File: config.mk
export PLATFORM = sky130hd
export DESIGN_NAME = packet_rr_arbiter
export DESIGN_NICKNAME = d
export VERILOG_FILES = /design/src/rtl/packet_rr_arbiter.sv
export SDC_FILE = /design/constraint.sdc
export NUM_CORES = 1
export LEC_CHECK = 0
export ABC_AREA = 1
export ABC_CLOCK_PERIOD_IN_PS = 1740
export BUFFER_PORTS_ARGS = -buffer_cell sky130_fd_sc_hd__buf_2
export CAP_MARGIN = 10
export CORE_ASPECT_RATIO = 1.75
export CORE_UTILIZATION = 46
export DETAILED_ROUTE_END_ITERATION = 12
export PLACE_DENSITY = 0.76
export REMOVE_ABC_BUFFERS = 1
export SETUP_SLACK_MARGIN = 0.2
export SYNTH_ARGS = -nofsm -noshare
export SYNTH_HDL_FRONTEND = slang
export SYNTH_SLANG_ARGS = --single-unit
File: constraint.sdc
create_clock -name clk -period 1.74 [get_ports clk]
set_input_delay 0.174 -clock clk [delete_from_list [all_inputs] [get_ports clk]]
set_output_delay 0.174 -clock clk [all_outputs]
set_load 0.05 [all_outputs]
File: src/rtl/packet_rr_arbiter.sv
// Round-robin packet arbiter: one FIFO at a time is granted for a whole
// packet. The arbiter walks the head slot through raddr_in, checks the size
// byte, streams the packet out on packet_out/packet_valid and then pops the
// slot with a one-cycle rinc pulse. Oversize packets are popped without
// being sent and are counted in drop_cnt.
//
// Handshake: packet_valid is a pure strobe with no backpressure. Each cycle
// it is high, packet_out holds one byte of the current packet, in order from
// byte 0 to byte L-1. rinc is a one-hot, single-cycle pop request to the
// granted FIFO. It is raised in the same cycle the last byte is on
// packet_out.
module packet_rr_arbiter #(
  parameter int N           = 4,
  parameter int UWIDTH      = 8,
  parameter int PTR_IN_SZ   = 4,
  parameter int MAX_PAYLOAD = 12
) (
  input  logic                   clk,
  input  logic                   rst,
  input  logic [N-1:0]           rempty,
  input  logic [N*UWIDTH-1:0]    rdata_bus,
  output logic [N-1:0]           rinc,
  output logic [PTR_IN_SZ-1:0]   raddr_in,
  output logic [UWIDTH-1:0]      packet_out,
  output logic                   packet_valid,
  output logic [N-1:0]           grant,
  output logic                   busy,
  output logic [7:0]             drop_cnt
);

  localparam int IW = $clog2(N);
  localparam logic [UWIDTH-1:0]    MAX_SIZE = UWIDTH'(MAX_PAYLOAD);
  localparam logic [PTR_IN_SZ-1:0] SIZE_IDX = PTR_IN_SZ'(2);

  typedef enum logic [2:0] {
    IDLE    = 3'd0,
    HDR     = 3'd1,
    SEND    = 3'd2,
    RELEASE = 3'd3,
    WAIT    = 3'd4
  } state_t;

  state_t                state_q, state_d;
  logic [IW-1:0]         rr_ptr;
  logic [IW-1:0]         gidx;
  logic                  pick_found;
  logic [IW-1:0]         pick_idx;
  logic [UWIDTH-1:0]     lane_byte;
  logic                  drop_q;
  logic [PTR_IN_SZ-1:0]  last_idx;

  // Pick the first requester at or above the RR pointer, else wrap to the lowest.
  always_comb begin
    pick_found = 1'b0;
    pick_idx   = '0;
    for (int i = 0; i < N; i++) begin
      if (!pick_found && !rempty[i] && (IW'(i) >= rr_ptr)) begin
        pick_found = 1'b1;
        pick_idx   = IW'(i);
      end
    end
    for (int i = 0; i < N; i++) begin
      if (!pick_found && !rempty[i]) begin
        pick_found = 1'b1;
        pick_idx   = IW'(i);
      end
    end
  end

  // Select the granted FIFO's byte from the shared data bus.
  always_comb begin
    lane_byte = '0;
    for (int i = 0; i < N; i++) begin
      if (gidx == IW'(i)) lane_byte = rdata_bus[i*UWIDTH +: UWIDTH];
    end
  end

  // State register.
  always_ff @(posedge clk or negedge rst) begin
    if (!rst) state_q <= IDLE;
    else      state_q <= state_d;
  end

  // Next-state logic and state-decoded outputs.
  always_comb begin
    state_d = state_q;
    rinc    = '0;
    busy    = (state_q != IDLE);
    case (state_q)
      IDLE:    if (pick_found) state_d = HDR;
      HDR:     if (raddr_in == SIZE_IDX) state_d = (lane_byte > MAX_SIZE) ? RELEASE : SEND;
      SEND:    if (raddr_in == last_idx) state_d = RELEASE;
      RELEASE: begin
        rinc    = grant;
        state_d = WAIT;
      end
      WAIT:    state_d = IDLE;
      default: state_d = IDLE;
    endcase
  end

  // Datapath: grant, slot address, output byte, RR pointer and drop counter.
  always_ff @(posedge clk or negedge rst) begin
    if (!rst) begin
      grant        <= '0;
      gidx         <= '0;
      rr_ptr       <= '0;
      raddr_in     <= '0;
      packet_out   <= '0;
      packet_valid <= 1'b0;
      drop_q       <= 1'b0;
      last_idx     <= '0;
      drop_cnt     <= '0;
    end else begin
      case (state_q)
        IDLE: begin
          raddr_in     <= '0;
          packet_valid <= 1'b0;
          if (pick_found) begin
            gidx   <= pick_idx;
            grant  <= N'(1) << pick_idx;
            drop_q <= 1'b0;
          end
        end
        HDR: begin
          if (raddr_in == SIZE_IDX) begin
            // Size byte is bounded, so the last index always fits the slot address.
            last_idx <= lane_byte[PTR_IN_SZ-1:0] + PTR_IN_SZ'(3);
            drop_q   <= (lane_byte > MAX_SIZE);
            raddr_in <= '0;
          end else begin
            raddr_in <= raddr_in + 1'b1;
          end
        end
        SEND: begin
          packet_out   <= lane_byte;
          packet_valid <= 1'b1;
          raddr_in     <= (raddr_in == last_idx) ? '0 : raddr_in + 1'b1;
        end
        RELEASE: begin
          packet_valid <= 1'b0;
          grant        <= '0;
          rr_ptr       <= (gidx == IW'(N-1)) ? '0 : gidx + 1'b1;
          if (drop_q && (drop_cnt != 8'hFF)) drop_cnt <= drop_cnt + 8'd1;
        end
        default: begin
          packet_valid <= 1'b0;
          raddr_in     <= '0;
        end
      endcase
    end
  end

endmodule

---- Yosys cells after proc, flatten, opt, wreduce, memory -nomap -nowiden ----
Index checks and enable logic that the tools add are counted.
word-level totals
  output and inout port bits .............. 30
  word-level logic and storage cells ...... 101
  bits of input ports ..................... 38
  register bits ........................... 37
cells by class
  shifts and indexed selects .............. 1
  magnitude comparators ................... 5
  add/subtract/negate cells ............... 4
  multiplexer cells ....................... 35
  equality and inequality tests ........... 12
  reduce and logical (&&, ||, !) cells .... 34
operators with widths
  operator                                                          number
  two-way mux 8 bit                                                 4
  two-way mux 4 bit                                                 4
  two-way mux 2 bit                                                 7
  logical AND 1 bit                                                 12
  two-way mux 1 bit                                                 12
  one-hot mux 3 bit (4 select lines)                                1
  one-hot mux 4 bit (3 select lines)                                1
  zero test 1 bit                                                   11
  two-way mux 3 bit                                                 3
  adder 8 x 1 -> 8 bit, second input constant                       1
  > comparator 8 x 4 -> 1 bit, second input constant                1
  != test 8 bit, second input constant                              1
  one-hot mux 4 bit (2 select lines)                                1
  AND reduction 2 bit                                               4
  == test 3 x 2 -> 1 bit, second input constant                     2
  != test 2 bit, second input constant                              3
  AND reduction 3 bit                                               2
  adder 4 x 1 -> 4 bit, second input constant                       1
  adder 4 x 2 -> 4 bit, second input constant                       1
  == test 2 bit, second input constant                              2
  == test 4 x 2 -> 1 bit, second input constant                     1
  == test 4 bit                                                     1
  greater-or-equal comparator 1 x 2 -> 1 bit, first input constant  2
  greater-or-equal comparator 2 bit, first input constant           2
  other kinds (9)                                                   11

---- Longest topological paths before layout ----
Gate-level depths: netlist of the first run.
  depth in word-level cells ............... 30
  gate-level depth with buffers ........... 16

---- Worst setup path before layout of the first run ----
No wires, ideal clock.
  path kind ............................... register -> register
  from .................................... register gidx[0]
  to ...................................... register last_idx[2]
  arrival time ............................ 1.826 ns
  setup slack ............................. -0.168 ns
  stages on the path, launching flop included .. 11
  data required time ...................... 1.658 ns
  path buffers ............................ 1
  cells stage by stage .................... dfrtp_1 inv_1 ha_1 buf_4 inv_1 nand2_1 nand2_1 o21ai_0 ha_1 or2_2 a31oi_1
between the ends
  longest elaborated chain between the ends .. 6
  elaborated cells between the ends (all ways) .. 9
ends and longest elaborated chain
  element                          RTL line  RTL
  from (decl)                      45        logic [IW-1:0] gidx;
  from (signal assigned)           120       gidx <= pick_idx;
  zero test 2 bit                  74        if (gidx == IW'(i)) lane_byte = rdata_bus[i*UWIDTH +: UWIDTH];
  two-way mux 8 bit (3 in series)  74
  two-way mux 8 bit (*)            74
  adder 4 x 2 -> 4 bit (*)         128       last_idx <= lane_byte[PTR_IN_SZ-1:0] + PTR_IN_SZ'(3);
  to (signal assigned)             128
  to (decl)                        50        logic [PTR_IN_SZ-1:0] last_idx;
Mark *: on every way between the ends. The rest lies on a longest branch, timed or not.
A chain may end at the register's enable or synchronous reset.

---- Worst setup path in the final report of the first run ----
  from .................................... register gidx[1]
  to ...................................... register last_idx[2]
The elaborated chain is that of the path after synthesis.

==> flow_summary.yaml, run 1 <==
run_status:
  outcome: "finished with violations"
  failing_checks: "negative setup slack"
clocking:
  cts_inserted_buffers: 5
  cts.reportedPaths.clkPinSlew_ns: 0.07
  clkLatencyLatePin_ns: 0.29
  htree_num_levels: 2
  clock_tree_from_tritoncts: "done"
  ctsLongestPathBuffers: 2
  root_buffer: "sky130_fd_sc_hd__clkbuf_8"
  cts_num_sinks: 37
finish:
  mostFrequentLayoutCell: "sky130_fd_sc_hd__nand2_1"
  layout.cells.most_common_list: "69 x sky130_fd_sc_hd__nand2_1, 63 x sky130_fd_sc_hd__buf_2, 35 x sky130_fd_sc_hd__dfrtp_1"
  nFillCells: 317
  seq_area_um2: 928.4
  layout.nets: 438
  post_route_cells_drive_above_1_share_pct: 51.53
  multiInputGateArea_mm2: 0.001410
  area_growth_pct: 56.59
  final_cells: 443
  antenna_cells: 0
worst_setup_path:
  cp_data_required_time_ns: 1.95
  timing.critical_path.to_type: "flip-flop"
  critical_path_buf_inv_count: 1
  critical_path.startpoint: "gidx[1]$_DFFE_PN0P_"
  cpMaxStageDelayCell: "sky130_fd_sc_hd__dfrtp_1"
  worst_ep_arrival_time_ns: 2.03
  crit_top_cell: "sky130_fd_sc_hd__nand2_2"
  cpLargestDelayFamily: "simple AND/OR/NAND/NOR gates"
  cp_max_fo: 5
  critical_path.cell_chain: "inv_2 -> ha_4 -> nand2_2 -> o21ai_1 -> nand2_1 -> nand2_2 -> o21ai_4 -> ha_2 -> or2_4 -> a31oi_1"
  crit_path_max_incr_delay_ns: 0.42
  setup.worst_path.class: "flip-flop to flip-flop"
  regToRegStartpoint: "gidx[1]$_DFFE_PN0P_"
  crit_path_start_kind: "flip-flop"
yosys:
  synth_top_area_share_pct: 43.35
  post_synth_main_area_contributors: "sky130_fd_sc_hd__dfrtp_1 43%, sky130_fd_sc_hd__nand2_1 16%, sky130_fd_sc_hd__nor2_1 5.4%, sky130_fd_sc_hd__ha_1 5.3%, sky130_fd_sc_hd__inv_1 4.9%"
  syn-instance-count: 280
  yosys_register_bits: 37
  post-synth-top-area-cell: "sky130_fd_sc_hd__dfrtp_1"
  netlist-cell-type-count: 28
  synth_enable_flop_cells: 0
  proportion_of_synthesized_flip_flops_having_asynchronous_set_or_reset_pct: 100.0
  mappedNetlistArea_mm2: 0.002136
  postSynth.topFlopCell: "sky130_fd_sc_hd__dfrtp_1"
  synth_warn: 0
  synth_seq_area_share_pct: 43.35
  postSynthAreaPerCell_um2: 7.628
place:
  place_ws_ns: -0.1868
  dp_hpwl_um: 4076
  dpl.cell_count: 417
  place_congestion: 0.8645
  numPortBuffers: 67
route:
  routed_wirelength_um: 6152
  drt_pass1_iterations: 4
  drc: 0
  detail_route.wl_per_cell_um: 13.89
  vias: 2284
  detail_route.vias_per_cell: 5.156
  number_of_antenna_violating_nets_in_the_routed_design: 0
  drtIter0Drc: 58
power_and_ir_drop:
  peakVddDrop_mv: 1.444
  finalPower_mw: 7.018
  swShare_pct: 50.14
  power.static_leakage_nw: 1.715
  power_density_mw_per_mm2: 2098
  internal_power_consumption_mw: 3.499
  switchingPower_mw: 3.519
  p_comb_share_pct: 69.1
  clock_power_share_pct: 9.5
  seq_power_share_pct: 21.4
grt:
  grt_first_pass_wirelength_um: 9163
  number_of_global_route_vias_before_repair: 2230
  initial_antenna_violation_count: 0
  largest_net_degree_at_the_start_of_global_routing: 38
  grt_remaining_overflow: 0
  all_layer_gr_usage_pct: 25.27
floorplan:
  core_mm2: 0.004444
  die_w_um: 53.51
  total_die_area_mm2: 0.004930
  dieHeight_um: 92.14
  initial_utilization_pct: 48.06
  io_pins: 68
  rows: 32
timing:
  worst_slew_pin_slew_ns: 0.4663
  timing.fmax_ghz: 0.5511
  setup_clock_skew_after_layout_ns: 0.005740
  unrepaired_setup_endpoints_after_global_routing: "yes"
  share_of_the_cycle_needed_by_the_critical_path_after_routing_pct: 104.3
  holdWs_ns: 0.2761
  worst_slack_ns: -0.07467
  setup_viol_count_final: 4
  fin_crit_ns: 1.815
  slew_headroom_pct: 68.92
  report.final.hold_viol_count: 0
  maxSlewViolCount: 0
hold_path:
  worstHoldStart: "rempty[1]"
  holdCritPathClass: "primary input to flip-flop"
job:
  timing.max_cap.violations: 0
==> area by class of cell <==
| class | instances | share of cell area (%) |
|---|---|---|
| clock buffers | 7 | 2.881 |
| multi-input cells | 209 | 42.16 |
| flip-flops and latches | 37 | 27.76 |
| clock inverters | 1 | 0.1496 |
| well taps | 51 | 1.908 |
| inverters | 30 | 3.741 |
| repair buffers | 108 | 21.40 |
==> state kept, by name (all words and copies together), names as in the netlist <==
register,cells
grant,4
packet_valid,1
gidx,2
last_idx,4
raddr_in,4
drop_q,1
packet_out,8
rr_ptr,2
state_q,3
drop_cnt,8
==> metal layers <==
metal / track usage, % / vias to the layer above / part of all wire (%)
li1: - / 1113 / -
met1: 24.95 / 1100 / 36
met2: 46.88 / 54 / 59
met3: 4.809 / 17 / 2.6
met4: 11.84 / 0 / 3.0
met5: 0 / - / 0
==> worst register-to-register path: stages, from the launching register on <==
cell	delay, ns
sky130_fd_sc_hd__dfrtp_1	0.42
sky130_fd_sc_hd__inv_2	0.13
sky130_fd_sc_hd__ha_4	0.19
sky130_fd_sc_hd__nand2_2	0.06
sky130_fd_sc_hd__o21ai_1	0.07
sky130_fd_sc_hd__nand2_1	0.09
sky130_fd_sc_hd__nand2_2	0.10
sky130_fd_sc_hd__o21ai_4	0.08
sky130_fd_sc_hd__ha_2	0.20
sky130_fd_sc_hd__or2_4	0.24
sky130_fd_sc_hd__a31oi_1	0.16
==> stage by stage <==
stage	instance area (µm²)	util, %	TNS [ns]
final	3344	75.25	-0.1651
after global routing	3344	75.25	-0.6678
after CTS	3050	68.64	0
after detailed placement	2686	60.44	-0.5001
after global placement	2686	60.44	-0.1759
after floorplan	2115	-	-0.4987
==> timing repair <==
action / 4_1_cts / 5_1_grt
resized for setup: 60 / 72
hold buffers: 1 / 0
endpoints found under the setup margin: 20 / 32
endpoints found under the hold margin: 37 / 0
buffers inserted: 9 / 8
pin swaps: 23 / 28
==> cell families after synthesis <==
kind of cell             share of synthesized area, %
AND/OR/NAND/NOR                                 29.70
AO/OA/AOI/OAI                                   9.550
flip-flops                                      43.35
buffers and inverters                           6.268
XOR/XNOR                                        5.331
adder cells (fa/ha/maj)                         5.273
multiplexers                                   0.5272
==> cells in the mapped netlist (2+ instances only) <==
| cell | number |
|---|---|
| sky130_fd_sc_hd__nand2_1 | 91 |
| sky130_fd_sc_hd__dfrtp_1 | 37 |
| sky130_fd_sc_hd__nor2_1 | 31 |
| sky130_fd_sc_hd__inv_1 | 28 |
| sky130_fd_sc_hd__nand3_1 | 16 |
| sky130_fd_sc_hd__o21ai_0 | 16 |
| sky130_fd_sc_hd__a21oi_1 | 14 |
| sky130_fd_sc_hd__ha_1 | 9 |
| sky130_fd_sc_hd__xnor2_1 | 7 |
| sky130_fd_sc_hd__xor2_1 | 6 |
| sky130_fd_sc_hd__nand4_1 | 3 |
| sky130_fd_sc_hd__buf_2 | 2 |
| sky130_fd_sc_hd__inv_2 | 2 |
| sky130_fd_sc_hd__nor3_2 | 2 |
| sky130_fd_sc_hd__o22ai_1 | 2 |
| sky130_fd_sc_hd__or2_2 | 2 |
==> path summary, 6_finish.rpt <==
| path | end | slack [ns] | cells past startpoint |
|---|---|---|---|
| setup / recovery | last_idx[2]$_DFFE_PN0P_ | -0.07 | 10 |
| hold / removal | grant[3]$_DFFE_PN0P_ | 0.28 | 4 |
| setup reg to reg | last_idx[2]$_DFFE_PN0P_ | -0.07 | 10 |
| hold reg to reg | packet_out[2]$_DFFE_PN0P_ | 0.47 | 2 |
| max in group asynchronous | raddr_in[1]$_DFFE_PN0N_ | 0.94 | 3 |
| min in group asynchronous | packet_out[4]$_DFFE_PN0P_ | 0.45 | 3 |
==> power groups by stage <==
stage | clock network, mW | logic, mW | registers [mW]
after floorplan | 0 | 1.68 | 2.16
after global placement | 0 | 3.44 | 1.49
after detailed placement | 0 | 3.52 | 1.50
final | 0.664 | 4.85 | 1.50
after CTS | 0.675 | 4.11 | 1.49
after global routing | 0.714 | 5.27 | 1.54
Power figures use the tool's default switching activity.
==> run 2, diff against run 1 <==
--- a/config.mk
+++ b/config.mk
@@ -5,7 +5,7 @@
 export SDC_FILE = /design/constraint.sdc
 export NUM_CORES = 1
 export LEC_CHECK = 0
-export ABC_AREA = 1
+export ABC_AREA = 0
 export ABC_CLOCK_PERIOD_IN_PS = 1740
 export BUFFER_PORTS_ARGS = -buffer_cell sky130_fd_sc_hd__buf_2
 export CAP_MARGIN = 10
@@ -15,6 +15,7 @@
 export PLACE_DENSITY = 0.76
 export REMOVE_ABC_BUFFERS = 1
 export SETUP_SLACK_MARGIN = 0.2
+export SLEW_MARGIN = 20
 export SYNTH_ARGS = -nofsm -noshare
 export SYNTH_HDL_FRONTEND = slang
 export SYNTH_SLANG_ARGS = --single-unit
==> run 2 against run 1 <==
The flow still finishes with violations (negative setup slack); global-route usage down 1.4 points; wire length up 0.80%; synthesized cell count down 26%; first-iteration DRC count down 8.6%; via count down 8.1%; synthesized area down 1.4%; largest cell class unchanged.
==> flow_summary.yaml, run 2 <==
floorplan:
  total_die_area_mm2: 0.004863
  initial_utilization_pct: 47.81
  rows: 32
  io_pins: 68
  die_w_um: 53.15
  core_mm2: 0.004404
  dieHeight_um: 91.51
grt:
  all_layer_gr_usage_pct: 23.86
  grt_remaining_overflow: 0
  largest_net_degree_at_the_start_of_global_routing: 24
  initial_antenna_violation_count: 0
  grt_first_pass_wirelength_um: 8528
  global_route.usage.met3_pct: 4.020
  grt.busiest_layer: "met2"
  grt_met2_usage_pct: 44.30
  globalRouteMet1Util_pct: 23.56
  number_of_global_route_vias_before_repair: 1937
yosys:
  synth_enable_flop_cells: 0
  postSynthAreaPerCell_um2: 10.17
  yosys_register_bits: 37
  post_synth_main_area_contributors: "sky130_fd_sc_hd__dfrtp_1 44%, sky130_fd_sc_hd__ha_1 5.3%, sky130_fd_sc_hd__nand2_1 5.2%, sky130_fd_sc_hd__xor2_1 3.3%, sky130_fd_sc_hd__o22ai_1 2.4%"
  syn-instance-count: 207
  netlist-cell-type-count: 51
  synth_seq_area_share_pct: 43.97
  synth_most_common_cell: "sky130_fd_sc_hd__dfrtp_1"
  mappedNetlistArea_mm2: 0.002106
  synth_top_cells_by_count: "37 x sky130_fd_sc_hd__dfrtp_1, 29 x sky130_fd_sc_hd__nand2_1, 9 x sky130_fd_sc_hd__ha_1, 9 x sky130_fd_sc_hd__o21ai_1"
  proportion_of_synthesized_flip_flops_having_asynchronous_set_or_reset_pct: 100.0
  post-synth-top-area-cell: "sky130_fd_sc_hd__dfrtp_1"
  synth_top_area_share_pct: 43.97
  synth_warn: 0
  postSynth.topFlopCell: "sky130_fd_sc_hd__dfrtp_1"
finish:
  antenna_cells: 0
  seq_area_um2: 932.1
  nFillCells: 319
  post_route_cells_drive_above_1_share_pct: 50.94
  top_regs: "drop_cnt x8, packet_out x8"
  area_growth_pct: 47.89
  layout.nets: 364
  multiInputGateArea_mm2: 0.001230
  layout.cells.most_common_list: "65 x sky130_fd_sc_hd__buf_2, 41 x sky130_fd_sc_hd__buf_4, 32 x sky130_fd_sc_hd__dfrtp_1"
  mostFrequentLayoutCell: "sky130_fd_sc_hd__buf_2"
place:
  dp_hpwl_um: 4001
  numPortBuffers: 67
  place_congestion: 0.8248
  place_ws_ns: -0.3700
worst_setup_path:
  regToRegStartpoint: "gidx[0]$_DFFE_PN0P_"
  timing.critical_path.to_type: "flip-flop"
  setup.worst_path.class: "flip-flop to flip-flop"
  cp_data_required_time_ns: 1.95
  worstReg2RegEnd: "state_q[0]$_DFFE_PN0P_"
  worstRegToRegCells: 8
  cp_max_fo: 4
  worst_ep_arrival_time_ns: 2.27
  reg2reg_setup_slack_ns: -0.31
  crit_path_start_kind: "flip-flop"
power_and_ir_drop:
  peakVddDrop_mv: 1.535
  finalPower_mw: 6.706
  power_density_mw_per_mm2: 2153
  power.static_leakage_nw: 1.563
clocking:
  root_buffer: "sky130_fd_sc_hd__clkbuf_8"
  clkLatencyLatePin_ns: 0.30
  ctsLongestPathBuffers: 2
  cts_num_sinks: 37
  htree_num_levels: 2
  cts.reportedPaths.clkPinSlew_ns: 0.08
  cts_inserted_buffers: 5
  clock_tree_from_tritoncts: "done"
run_status:
  outcome: "finished with violations"
  failing_checks: "negative setup slack"
route:
  detail_route.vias_per_cell: 5.691
  number_of_antenna_violating_nets_in_the_routed_design: 0
  routed_wirelength_um: 6201
  drc: 0
  vias: 2100
  drtIter0Drc: 53
  drt_pass1_iterations: 4
  detail_route.wl_per_cell_um: 16.80
timing:
  setup_clock_skew_after_layout_ns: 0.009397
  unrepaired_setup_endpoints_after_global_routing: "yes"
  timing.fmax_ghz: 0.4874
  worst_slack_ns: -0.3116
  worst_slew_pin_slew_ns: 0.5265
  fin_crit_ns: 2.052
  slew_headroom_pct: 64.90
  report.final.hold_viol_count: 0
  maxSlewViolCount: 0
  share_of_the_cycle_needed_by_the_critical_path_after_routing_pct: 117.9
  setup_viol_count_final: 13
hold_path:
  min_delay_path_depth: 3
  holdCritPathClass: "primary input to flip-flop"
  timing.hold.worst_endpoint: "packet_out[6]$_DFFE_PN0P_"
  worstHoldStart: "rdata_bus[22]"
job:
  timing.max_cap.violations: 0
-- run 2: cell count changes in the layout (fill, tap and decap cells not counted), moves of 6 or more --
cell                      previous run  this run
sky130_fd_sc_hd__nand2_2            19         0
sky130_fd_sc_hd__inv_1              20         2
sky130_fd_sc_hd__nand3_2             7         0
sky130_fd_sc_hd__nor2_4              8         0
sky130_fd_sc_hd__nor2_2              7         0
sky130_fd_sc_hd__buf_4              31        41
sky130_fd_sc_hd__a21oi_2             9         2
sky130_fd_sc_hd__nand2_1            69        29
sky130_fd_sc_hd__nor2_1             17         6
sky130_fd_sc_hd__o21ai_1             2        10
sky130_fd_sc_hd__inv_2               6         0
-- run 2: area by class of cell --
type	instances	area share, %
Multi-Input combinational cell	154	39.49
Clock buffer	5	2.210
Inverter	6	1.406
Tap cell	51	2.049
Clock inverter	3	2.210
Timing Repair Buffer	113	22.70
Sequential cell	37	29.93
-- run 2: how the worst max path moves through the flow --
stage / start / endpoint / slack (ns) / cells past startpoint
2_1_floorplan: gidx[0]$_DFFE_PN0P_ / state_q[0]$_DFFE_PN0P_ / -0.35 / 7
3_5_place_dp: gidx[0]$_DFFE_PN0P_ / state_q[0]$_DFFE_PN0P_ / -0.37 / 8
4_1_cts: gidx[0]$_DFFE_PN0P_ / state_q[0]$_DFFE_PN0P_ / -0.20 / 8
6_report: gidx[0]$_DFFE_PN0P_ / state_q[0]$_DFFE_PN0P_ / -0.31 / 8
3_3_place_gp: gidx[0]$_DFFE_PN0P_ / state_q[0]$_DFFE_PN0P_ / -0.28 / 8
5_1_grt: gidx[0]$_DFFE_PN0P_ / state_q[0]$_DFFE_PN0P_ / -0.38 / 8
-- run 2: metrics by stage --
stage,TNS [ns],util [%],std cells,hold slack [ns],cell area [µm²]
6_report,-1.666,70.71,369,0.2759,3114
4_1_cts,-0.9209,66.19,359,0.2642,2915
2_1_floorplan,-0.9579,-,197,-0.1216,2042
3_5_place_dp,-1.597,60.37,344,0.1834,2659
3_3_place_gp,-1.047,60.37,344,0.1768,2659
5_1_grt,-2.596,70.71,369,0.3029,3114
-- run 2: metal layers --
metal | wire, µm | vias up
met5 | 0 | -
met4 | 245 | 0
met3 | 288 | 26
met2 | 3508 | 84
met1 | 2158 | 1023
li1 | - | 967
-- run 2: what timing repair did --
action / 4_1_cts / 5_1_grt
setup buffers: 6 / 10
hold buffers: 1 / 0
endpoints found under the setup margin: 24 / 30
endpoints found under the hold margin: 21 / 0
pin swaps: 10 / 13
resized for setup: 18 / 30
-- run 2: power breakdown --
part	internal (mW)	switching, mW	total (mW)	leakage (nW)
registers	1.20	0.352	1.55	0.468
logic	1.82	2.41	4.23	1.03
clock network	0.577	0.348	0.926	0.0687
total	3.60	3.11	6.71	1.56
-- run 2: kinds of logic after synthesis --
logic type | Yosys count | share of synthesized area, %
buffers and inverters | 16 | 4.753
xor gates and xnor gates | 13 | 5.407
muxes | 2 | 1.069
AOI/OAI and AO/OA | 58 | 20.74
DFF | 37 | 43.97
and+or+nand+nor | 72 | 18.72
adders and majority gates | 9 | 5.348
-- run 2: critical path: stages (launching register included) --
cell                       delay, ns
sky130_fd_sc_hd__dfrtp_2        0.46
sky130_fd_sc_hd__inv_4          0.07
sky130_fd_sc_hd__ha_4           0.17
sky130_fd_sc_hd__nand2b_1       0.13
sky130_fd_sc_hd__o22ai_1        0.14
sky130_fd_sc_hd__or2_1          0.27
sky130_fd_sc_hd__ha_1           0.20
sky130_fd_sc_hd__o311a_1        0.33
sky130_fd_sc_hd__o221ai_2       0.18
==> run 3, diff against run 2 <==
--- a/config.mk
+++ b/config.mk
@@ -6,13 +6,13 @@
 export NUM_CORES = 1
 export LEC_CHECK = 0
 export ABC_AREA = 0
-export ABC_CLOCK_PERIOD_IN_PS = 1740
+export ABC_CLOCK_PERIOD_IN_PS = 2400
 export BUFFER_PORTS_ARGS = -buffer_cell sky130_fd_sc_hd__buf_2
 export CAP_MARGIN = 10
 export CORE_ASPECT_RATIO = 1.75
-export CORE_UTILIZATION = 46
+export CORE_UTILIZATION = 54
 export DETAILED_ROUTE_END_ITERATION = 12
-export PLACE_DENSITY = 0.76
+export PLACE_DENSITY = 0.84
 export REMOVE_ABC_BUFFERS = 1
 export SETUP_SLACK_MARGIN = 0.2
 export SLEW_MARGIN = 20
==> constraint.sdc (replaced) <==
create_clock -name clk -period 2.4 [get_ports clk]
set_input_delay 0.24 -clock clk [delete_from_list [all_inputs] [get_ports clk]]
set_output_delay 0.24 -clock clk [all_outputs]
set_load 0.05 [all_outputs]
==> run 3 against run 2 <==
The flow now finishes without violations; worst setup slack gained 0.64 ns; register-to-register slack gained 0.64 ns; non-clock buffer count shrank 40; global-route usage grew 0.66 points; critical path type unchanged; critical endpoint unchanged; largest power group unchanged; highest routed layer unchanged.
==> flow_summary.yaml, run 3 (synthesis results as in run 2) <==
route:
  drt_pass1_iterations: 4
  number_of_antenna_violating_nets_in_the_routed_design: 0
  drc: 0
  drtIter0Drc: 30
  routed_wirelength_um: 4903
  vias: 1837
  detail_route.wl_per_cell_um: 15.13
  detail_route.vias_per_cell: 5.670
finish:
  final_core_utilization_pct: 70.57
  post_route_cells_drive_above_1_share_pct: 35.97
  top_regs: "drop_cnt x8, packet_out x8"
  design_area_mm2: 0.002586
  nFillCells: 307
  mostFrequentLayoutCell: "sky130_fd_sc_hd__buf_2"
  layout.cells.most_common_list: "67 x sky130_fd_sc_hd__buf_2, 37 x sky130_fd_sc_hd__dfrtp_1, 29 x sky130_fd_sc_hd__nand2_1"
  layout.nets: 324
  antenna_cells: 0
  area_growth_pct: 22.82
clocking:
  root_buffer: "sky130_fd_sc_hd__clkbuf_8"
  htree_num_levels: 2
  ctsLongestPathBuffers: 2
  cts_inserted_buffers: 5
  clock_tree_from_tritoncts: "done"
  cts.reportedPaths.clkPinSlew_ns: 0.08
  cts_num_sinks: 37
  clkLatencyLatePin_ns: 0.29
floorplan:
  initial_utilization_pct: 57.46
  dieHeight_um: 84.61
  core_mm2: 0.003665
  rows: 29
  die_w_um: 49.21
  io_pins: 68
  total_die_area_mm2: 0.004163
worst_setup_path:
  setup.worst_path.class: "flip-flop to flip-flop"
  crit_path_start_kind: "flip-flop"
  worstRegToRegCells: 7
  timing.critical_path.to_type: "flip-flop"
  worst_ep_arrival_time_ns: 2.23
  cp_data_required_time_ns: 2.56
  cp_max_fo: 7
timing:
  report.final.hold_viol_count: 0
  setup_viol_count_final: 0
  fin_crit_ns: 2.071
  finalSetupTns_ns: 0
  share_of_the_cycle_needed_by_the_critical_path_after_routing_pct: 86.29
  slew_headroom_pct: 46.36
  unrepaired_setup_endpoints_after_global_routing: "no"
  setup_clock_skew_after_layout_ns: 0.006545
  timing.fmax_ghz: 0.4829
  worst_slew_pin_slew_ns: 0.8046
  worst_slack_ns: 0.3291
  maxSlewViolCount: 0
power_and_ir_drop:
  power.static_leakage_nw: 1.321
  power_density_mw_per_mm2: 1451
  peakVddDrop_mv: 0.9843
  finalPower_mw: 3.753
grt:
  grt_remaining_overflow: 0
  all_layer_gr_usage_pct: 24.52
  grt_first_pass_wirelength_um: 7921
  initial_antenna_violation_count: 0
  largest_net_degree_at_the_start_of_global_routing: 38
  number_of_global_route_vias_before_repair: 1834
place:
  dp_hpwl_um: 3591
  place_ws_ns: 0.2084
  detailed_place.area_mm2: 0.002457
  numPortBuffers: 67
  place_congestion: 0.8083
hold_path:
  holdCritPathClass: "primary input to async pin"
run_status:
  outcome: "completed"
job:
  timing.max_cap.violations: 0
run 3: final timing paths:
path                                           start                        end  slack (ns)
min                                              rst  packet_out[5]$_DFFE_PN0P_        0.03
max                              gidx[0]$_DFFE_PN0P_     state_q[0]$_DFFE_PN0P_        0.33
min reg2reg                packet_out[6]$_DFFE_PN0P_  packet_out[6]$_DFFE_PN0P_        0.48
min in group clk                       rdata_bus[21]  packet_out[5]$_DFFE_PN0P_        0.33
max in group asynchronous                        rst  packet_out[1]$_DFFE_PN0P_        1.85
max reg2reg                      gidx[0]$_DFFE_PN0P_     state_q[0]$_DFFE_PN0P_        0.33
run 3: area by class of cell:
class,instances,area (µm²),share of cell area (%)
well taps,46,57.56,2.225
clock buffers,5,68.82,2.661
flip-flops and latches,37,925.9,35.80
multi-input cells,154,1100,42.53
inverters,6,36.28,1.403
clock inverters,3,17.52,0.6773
repair buffers,73,380.4,14.71
run 3: metrics by stage:
stage               hold WS (ns)  std cells
detailed placement        0.3735        313
global placement          0.3742        313
finish                   0.02742        324
CTS                      0.06615        321
global route             0.08994        324
floorplan               -0.05559        197
run 3: critical path: stages (launching register included):
cell,delay [ns]
sky130_fd_sc_hd__dfrtp_1,0.40
sky130_fd_sc_hd__inv_1,0.08
sky130_fd_sc_hd__ha_1,0.24
sky130_fd_sc_hd__or2_4,0.29
sky130_fd_sc_hd__a221oi_1,0.40
sky130_fd_sc_hd__o22a_1,0.23
sky130_fd_sc_hd__o311a_1,0.21
sky130_fd_sc_hd__o221ai_2,0.10
run 3: report_power, final:
group / total, mW / switching [mW] / leakage, nW / internal, mW
Clock: 0.430 / 0.230 / 0.0439 / 0.200
Sequential: 1.10 / 0.235 / 0.474 / 0.863
Combinational: 2.23 / 1.43 / 0.803 / 0.791
run 3: metal layers:
| metal | GRT usage, % | share of wire [%] |
|---|---|---|
| met5 | 0 | 0 |
| met4 | 10.70 | 2.4 |
| met3 | 4.529 | 4.5 |
| met2 | 45.95 | 55 |
| met1 | 25.59 | 38 |
run 3: timing repair:
action | CTS | global route
pin swaps | 0 | 3
hold buffers | 0 | 0
setup endpoints to repair | 1 | 2
buffers inserted | 0 | 3
resized for setup | 1 | 5
